**config.mk**
```make
export PLATFORM = sky130hd
export DESIGN_NAME = parity_rx
export DESIGN_NICKNAME = d
export VERILOG_FILES = /design/src/rtl/parity_rx_pkg.sv /design/src/rtl/sync_2ff.sv /design/src/rtl/parity_rx.sv
export SDC_FILE = /design/constraint.sdc
export NUM_CORES = 1
export LEC_CHECK = 0
export CAP_MARGIN = 5
export CORE_AREA = 2 2 57 59
export DETAILED_ROUTE_END_ITERATION = 16
export DIE_AREA = 0 0 59 61
export GPL_ROUTABILITY_DRIVEN = 0
export GPL_TIMING_DRIVEN = 0
export HOLD_SLACK_MARGIN = 0.02
export PLACE_DENSITY_LB_ADDON = 0.3
export SETUP_SLACK_MARGIN = 0.15
export SYNTH_ARGS = -nofsm -noshare
export SYNTH_HDL_FRONTEND = slang
export SYNTH_SLANG_ARGS = --single-unit
export TNS_END_PERCENT = 5
```
**constraint.sdc**
```tcl
create_clock -name clk -period 1.4 [get_ports clk]
set_input_delay 0.28 -clock clk [delete_from_list [all_inputs] [get_ports clk]]
set_output_delay 0.28 -clock clk [all_outputs]
set_load 0.02 [all_outputs]
```
**src/rtl/parity_rx_pkg.sv**
```systemverilog
`default_nettype none
// ============================================================================
// Module   : parity_rx_pkg
// Purpose  : Shared FSM state encodings and frame-field levels for parity_rx.
// Revision : 1.0
// ============================================================================
package parity_rx_pkg;

    localparam logic [2:0] c_ST_IDLE   = 3'd0;
    localparam logic [2:0] c_ST_START  = 3'd1;
    localparam logic [2:0] c_ST_DATA   = 3'd2;
    localparam logic [2:0] c_ST_PARITY = 3'd3;
    localparam logic [2:0] c_ST_STOP   = 3'd4;

    localparam logic c_START_BIT  = 1'b0;
    localparam logic c_STOP_BIT   = 1'b1;
    localparam logic c_LINE_IDLE  = 1'b1;

endpackage : parity_rx_pkg
`default_nettype wire

```
**src/rtl/sync_2ff.sv**
```systemverilog
`default_nettype none
// ============================================================================
// Module   : sync_2ff
// Purpose  : Two-flop synchronizer for a single asynchronous bit.
// Revision : 1.0
// ============================================================================
module sync_2ff #(
    parameter logic RST_VAL = 1'b1
) (
    input  logic clk,
    input  logic rst_n,
    input  logic i_d,
    output logic o_q
);

    logic r_meta;
    logic r_sync;

    always_ff @(posedge clk or negedge rst_n) begin
        if (!rst_n) begin
            r_meta <= RST_VAL;
            r_sync <= RST_VAL;
        end else begin
            r_meta <= i_d;
            r_sync <= r_meta;
        end
    end

    assign o_q = r_sync;

endmodule : sync_2ff
`default_nettype wire

```
**src/rtl/parity_rx.sv**
```systemverilog
`default_nettype none
// ============================================================================
// Module   : parity_rx
// Purpose  : Serial receiver: start, DATA_W bits LSB first, parity, stop.
// Revision : 1.0
// ============================================================================
module parity_rx
    import parity_rx_pkg::*;
#(
    parameter int DATA_W       = 8,
    parameter int CLKS_PER_BIT = 4,
    parameter int PARITY_ODD   = 0
) (
    input  logic              clk,
    input  logic              rst_n,
    input  logic              rx_in,
    output logic [DATA_W-1:0] data_out,
    output logic              data_valid,
    output logic              parity_err,
    output logic              frame_err,
    output logic              busy
);

    localparam int c_CNT_W = (CLKS_PER_BIT > 1) ? $clog2(CLKS_PER_BIT) : 1;
    localparam int c_IDX_W = (DATA_W > 1) ? $clog2(DATA_W) : 1;
    localparam logic [c_CNT_W-1:0] c_CNT_LAST = c_CNT_W'(CLKS_PER_BIT - 1);
    localparam logic [c_CNT_W-1:0] c_CNT_HALF = c_CNT_W'(CLKS_PER_BIT / 2 - 1);
    localparam logic [c_CNT_W-1:0] c_CNT_ONE  = c_CNT_W'(1);
    localparam logic [c_IDX_W-1:0] c_IDX_LAST = c_IDX_W'(DATA_W - 1);
    localparam logic [c_IDX_W-1:0] c_IDX_ONE  = c_IDX_W'(1);
    localparam logic               c_ODD      = (PARITY_ODD != 0);

    logic [2:0]         r_state;
    logic [c_CNT_W-1:0] r_cnt;
    logic [c_IDX_W-1:0] r_bit_idx;
    logic [DATA_W-1:0]  r_shift;
    logic               r_xor;
    logic               w_rx_s;
    logic [DATA_W-1:0]  w_shift_next;

    sync_2ff #(
        .RST_VAL (c_LINE_IDLE)
    ) u_sync (
        .clk   (clk),
        .rst_n (rst_n),
        .i_d   (rx_in),
        .o_q   (w_rx_s)
    );

    // Right shift: the first (LSB) bit lands in position 0 after DATA_W samples.
    generate
        if (DATA_W > 1) begin : g_shift_wide
            assign w_shift_next = {w_rx_s, r_shift[DATA_W-1:1]};
        end else begin : g_shift_one
            assign w_shift_next = w_rx_s;
        end
    endgenerate

    assign busy = (r_state != c_ST_IDLE);

    always_ff @(posedge clk or negedge rst_n) begin
        if (!rst_n) begin
            r_state    <= c_ST_IDLE;
            r_cnt      <= '0;
            r_bit_idx  <= '0;
            r_shift    <= '0;
            r_xor      <= 1'b0;
            data_out   <= '0;
            data_valid <= 1'b0;
            parity_err <= 1'b0;
            frame_err  <= 1'b0;
        end else begin
            data_valid <= 1'b0;
            case (r_state)
                c_ST_IDLE: begin
                    if (w_rx_s == c_START_BIT) begin
                        r_state <= c_ST_START;
                        r_cnt   <= '0;
                    end
                end
                c_ST_START: begin
                    if (r_cnt == c_CNT_HALF) begin
                        r_cnt <= '0;
                        if (w_rx_s == c_START_BIT) begin
                            r_state   <= c_ST_DATA;
                            r_bit_idx <= '0;
                            r_xor     <= 1'b0;
                        end else begin
                            r_state <= c_ST_IDLE;
                        end
                    end else begin
                        r_cnt <= r_cnt + c_CNT_ONE;
                    end
                end
                c_ST_DATA: begin
                    if (r_cnt == c_CNT_LAST) begin
                        r_cnt   <= '0;
                        r_shift <= w_shift_next;
                        r_xor   <= r_xor ^ w_rx_s;
                        if (r_bit_idx == c_IDX_LAST) begin
                            r_state <= c_ST_PARITY;
                        end else begin
                            r_bit_idx <= r_bit_idx + c_IDX_ONE;
                        end
                    end else begin
                        r_cnt <= r_cnt + c_CNT_ONE;
                    end
                end
                c_ST_PARITY: begin
                    if (r_cnt == c_CNT_LAST) begin
                        r_cnt   <= '0;
                        r_xor   <= r_xor ^ w_rx_s;
                        r_state <= c_ST_STOP;
                    end else begin
                        r_cnt <= r_cnt + c_CNT_ONE;
                    end
                end
                c_ST_STOP: begin
                    if (r_cnt == c_CNT_LAST) begin
                        r_cnt      <= '0;
                        r_state    <= c_ST_IDLE;
                        data_valid <= 1'b1;
                        data_out   <= r_shift;
                        parity_err <= (r_xor != c_ODD);
                        frame_err  <= (w_rx_s != c_STOP_BIT);
                    end else begin
                        r_cnt <= r_cnt + c_CNT_ONE;
                    end
                end
                default: r_state <= c_ST_IDLE;
            endcase
        end
    end

endmodule : parity_rx
`default_nettype wire

```
==> results summary <==
The run finished, with violations left. The final reports fail on negative setup slack. Among all cell types in the netlist, the one instantiated most often is dfrtp_1.

After filler insertion, the fill cell instance count of the layout stands at 241. In this run the horizontal extent of the chip is 59 um. The part of the total power dissipated in sequential elements is 0.399. The maximum clock frequency came out at 594.2 MHz.

The total of hold buffers inserted after clock tree synthesis came out at 0. The count of unique library cells instantiated by Yosys is 35. The wire length of the first global-routing pass came out at 4.374 mm. The most area-hungry cell type in the Yosys netlist is dfrtp_1. In this run the remaining antenna-violating nets after routing total 0. The net load switching power came out at 1.131 mW.

The critical path is of the reg -> out type. The core footprint came out at 2953 um^2. The overall fraction of global-route tracks in use came out at 0.1673.

The total area of multi-input combinational cells came out at 659.4 um^2. Counting tap cells, the placed design contains a total of 153 instances. The final-report max-slew violation count is 0. The final total negative setup slack is -2.624 ns. The largest fanout of any net on the critical path is 10. The number of global-route vias before repair is 922.

The maximum level of the CTS H-tree is 2. The final non-filler cell total came out at 165. The tool flagged a number of max-cap violations equal to 0. Of the cells placed in the final design, the portion with a size suffix greater than 1 is 0.4924. The post-detailed-route DRC marker count came out at 0. Setup violations remaining at the end of the flow were counted as 19. The clock latency on the worst-skew pair came out at 0.31 ns. The clock tree skew after final layout is 0.005530 ns. The HPWL after detailed placement is 1.711 mm. The worst slew margin relative to its limit is 0.5624. The total clock buffers created by CTS is 5. The data arrival at the endpoint of the critical path came out at 1.40 ns. The number of top-level pins is 15.

In the synthesized netlist the async set-or-reset flop fraction comes to 1.000. For this run, the detailed router's first-pass iteration total came to 5. STA classifies the critical path startpoint as a flip-flop. The initial utilization of the core area, before any placement, comes to 0.4835. The share of the synthesized area in the top cell type is 0.4908. The power density of the placed cells came out at 1859 nW/um^2.

The total inserted antenna cells is 0. The buffer depth of the longest clock path is 2. The commonest cells after synthesis are dfrtp_1 (28), mux2_2 (11), mux2_4 (8). Setup repair after global routing could not meet its margin everywhere. The final net count is 140. The clock-pin slew on the worst setup and hold paths came out at 0.09 ns.

The combinational fraction of design power came out at 0.441. The netlist area before placement came out at 1428 um^2. The total power is 3.263 mW. The time the worst path needs with I/O delays and setup is 1.683 ns. The number of rows in the core area is 20. The CTS sink count came out at 30. The initial antenna violation count came out at 0. The peak supply drop is 0.8203 mV. By area the synthesized netlist is led by dfrtp_1 (49%), mux2_2 (8.7%), mux2_4 (8.4%), ha_1 (5.3%), dfstp_2 (3.7%). The total global routing overflow is 0. The required time reported for the critical path endpoint is 1.12 ns. The kind of capture point of the worst setup path is an output port. For this run, the register share of the synthesized area comes to 0.5276. The area of the die came out at 3599 um^2. The fraction of power spent switching nets came out at 0.3466. The via-per-instance ratio came out at 5.497. The slew at the pin closest to its max-slew limit is 0.6543 ns. Entering global routing, the biggest net connects 20 pins. The worst hold path belongs to the class in -> async. The average instance in the mapped netlist occupies 13.60 um^2. The sequential cell area in the final layout is 755.7 um^2. The synthesized flop and latch total is 30. The number of flops mapped to enable cells by yosys came out at 0. The total number of vias is 907. The count of mapped cells out of synthesis came out at 105.

The total count of hold-check failures in the final report came out at 0. The number of synthesis warnings is 0. Internal power comes to 2.132 mW.

The number of nets in the synthesized netlist is 114. The CTS root buffer is clkbuf_4. Buffers placed on the I/O ports in this run total 14.

The leakage component of the power came out at 0.8557 nW. In the finished design, the share of the clock period the worst path needs comes to 1.202. In the post-route analysis, the smallest setup slack over all paths is -0.2830 ns. The clock group share of total power came out at 0.160. The final worst hold slack came out at 0.3597 ns. Compared with the post-synthesis result, the final layout area differs by 22.96%. Wires add up to 2.552 mm. The CTS tree is built. The commonest register cell after synthesis is dfrtp_1.

The detailed-route wire length per cell is 15.47 um. The vertical die dimension came out at 61 um. The first routing iteration left 18 violations.
[power groups by stage]
stage	sequential, mW	clock (mW)	combinational, mW
2_1_floorplan	1.31	0	0.876
3_3_place_gp	1.29	0	1.17
3_5_place_dp	1.31	0	1.24
4_1_cts	1.30	0.543	1.43
5_1_grt	1.34	0.575	1.57
6_report	1.30	0.522	1.44
[stage by stage]
step | utilization | setup WS (ns) | cell area, um^2
finish | 0.5945 | -0.2830 | 1755
global route | 0.5945 | -0.3169 | 1755
CTS | 0.6042 | -0.2782 | 1784
detailed placement | 0.5547 | -0.4339 | 1638
global placement | 0.5453 | -0.5835 | 1610
floorplan | - | -0.009212 | 1429
[worst paths after layout]
check                              start           to  slack (ns)  depth (start not counted)
setup / recovery              r_state[1]         busy       -0.28                          3
hold / removal                     rst_n   r_state[1]        0.36                          1
hold reg to reg            u_sync.r_meta   u_sync.o_q        0.36                          0
min in group clk           u_sync.r_meta   u_sync.o_q        0.36                          0
setup reg to reg              r_state[2]   r_shift[6]       -0.21                          6
max in group asynchronous          rst_n  data_out[7]        0.52                          2
[final cells by class]
class / instances / area share
flip-flops and latches: 30 / 0.4305
inverters: 4 / 0.008553
repair buffers: 19 / 0.08197
well taps: 33 / 0.02352
multi-input cells: 65 / 0.3756
clock inverters: 1 / 0.002851
clock buffers: 7 / 0.03136
plain buffers: 6 / 0.04562
[cell families after synthesis]
kind of cell	Yosys count	share of synthesized area
compound gates	15	0.08239
fa+ha+maj	6	0.05258
buf+inv	10	0.04206
flops	30	0.5276
mux	21	0.1963
simple gates	23	0.09904
[flip-flops by register name, indices dropped and copies added (netlist names)]
name and count:
data_out 8, r_shift 8, r_bit_idx 3, r_state 3, r_cnt 2, data_valid 1, frame_err 1, parity_err 1
r_xor 1, u_sync.o_q 1, u_sync.r_meta 1
[cell usage in the layout (no fill, tap or decap), types with 2 or more instances in the layout]
cell type        instances
mux2_4                   9
buf_4                    4
ha_1                     3
ha_2                     2
nor2b_1                  4
a22oi_1                  2
nand2_1                  4
dfrtp_2                  2
a22o_1                   3
inv_1                    3
dfstp_2                  2
buf_6                    5
buf_2                   10
dfrtp_1                 26
nor2_1                   4
mux2_2                  10
clkdlybuf4s50_1          2
clkbuf_4                 5
[metal layers]
layer  share of wire  track usage  up-vias
li1                -            -      429
met1            0.46       0.2286      456
met2            0.48       0.2476       18
met3           0.049      0.06183        4
met4           0.011      0.05519        0
met5               0            0        -
[what timing repair did]
| item | 4_1_cts | 5_1_grt |
|---|---|---|
| pin swaps | 4 | 2 |
| buffers inserted | 4 | 0 |
| gates resized for setup | 60 | 11 |
| setup endpoints to repair | 38 | 34 |
[worst max-delay path: stages, from the launching register on]
cell     delay (ns)
dfrtp_1        0.41
buf_6          0.15
or3_4          0.39
buf_6          0.14
Power figures use the tool's default switching activity.
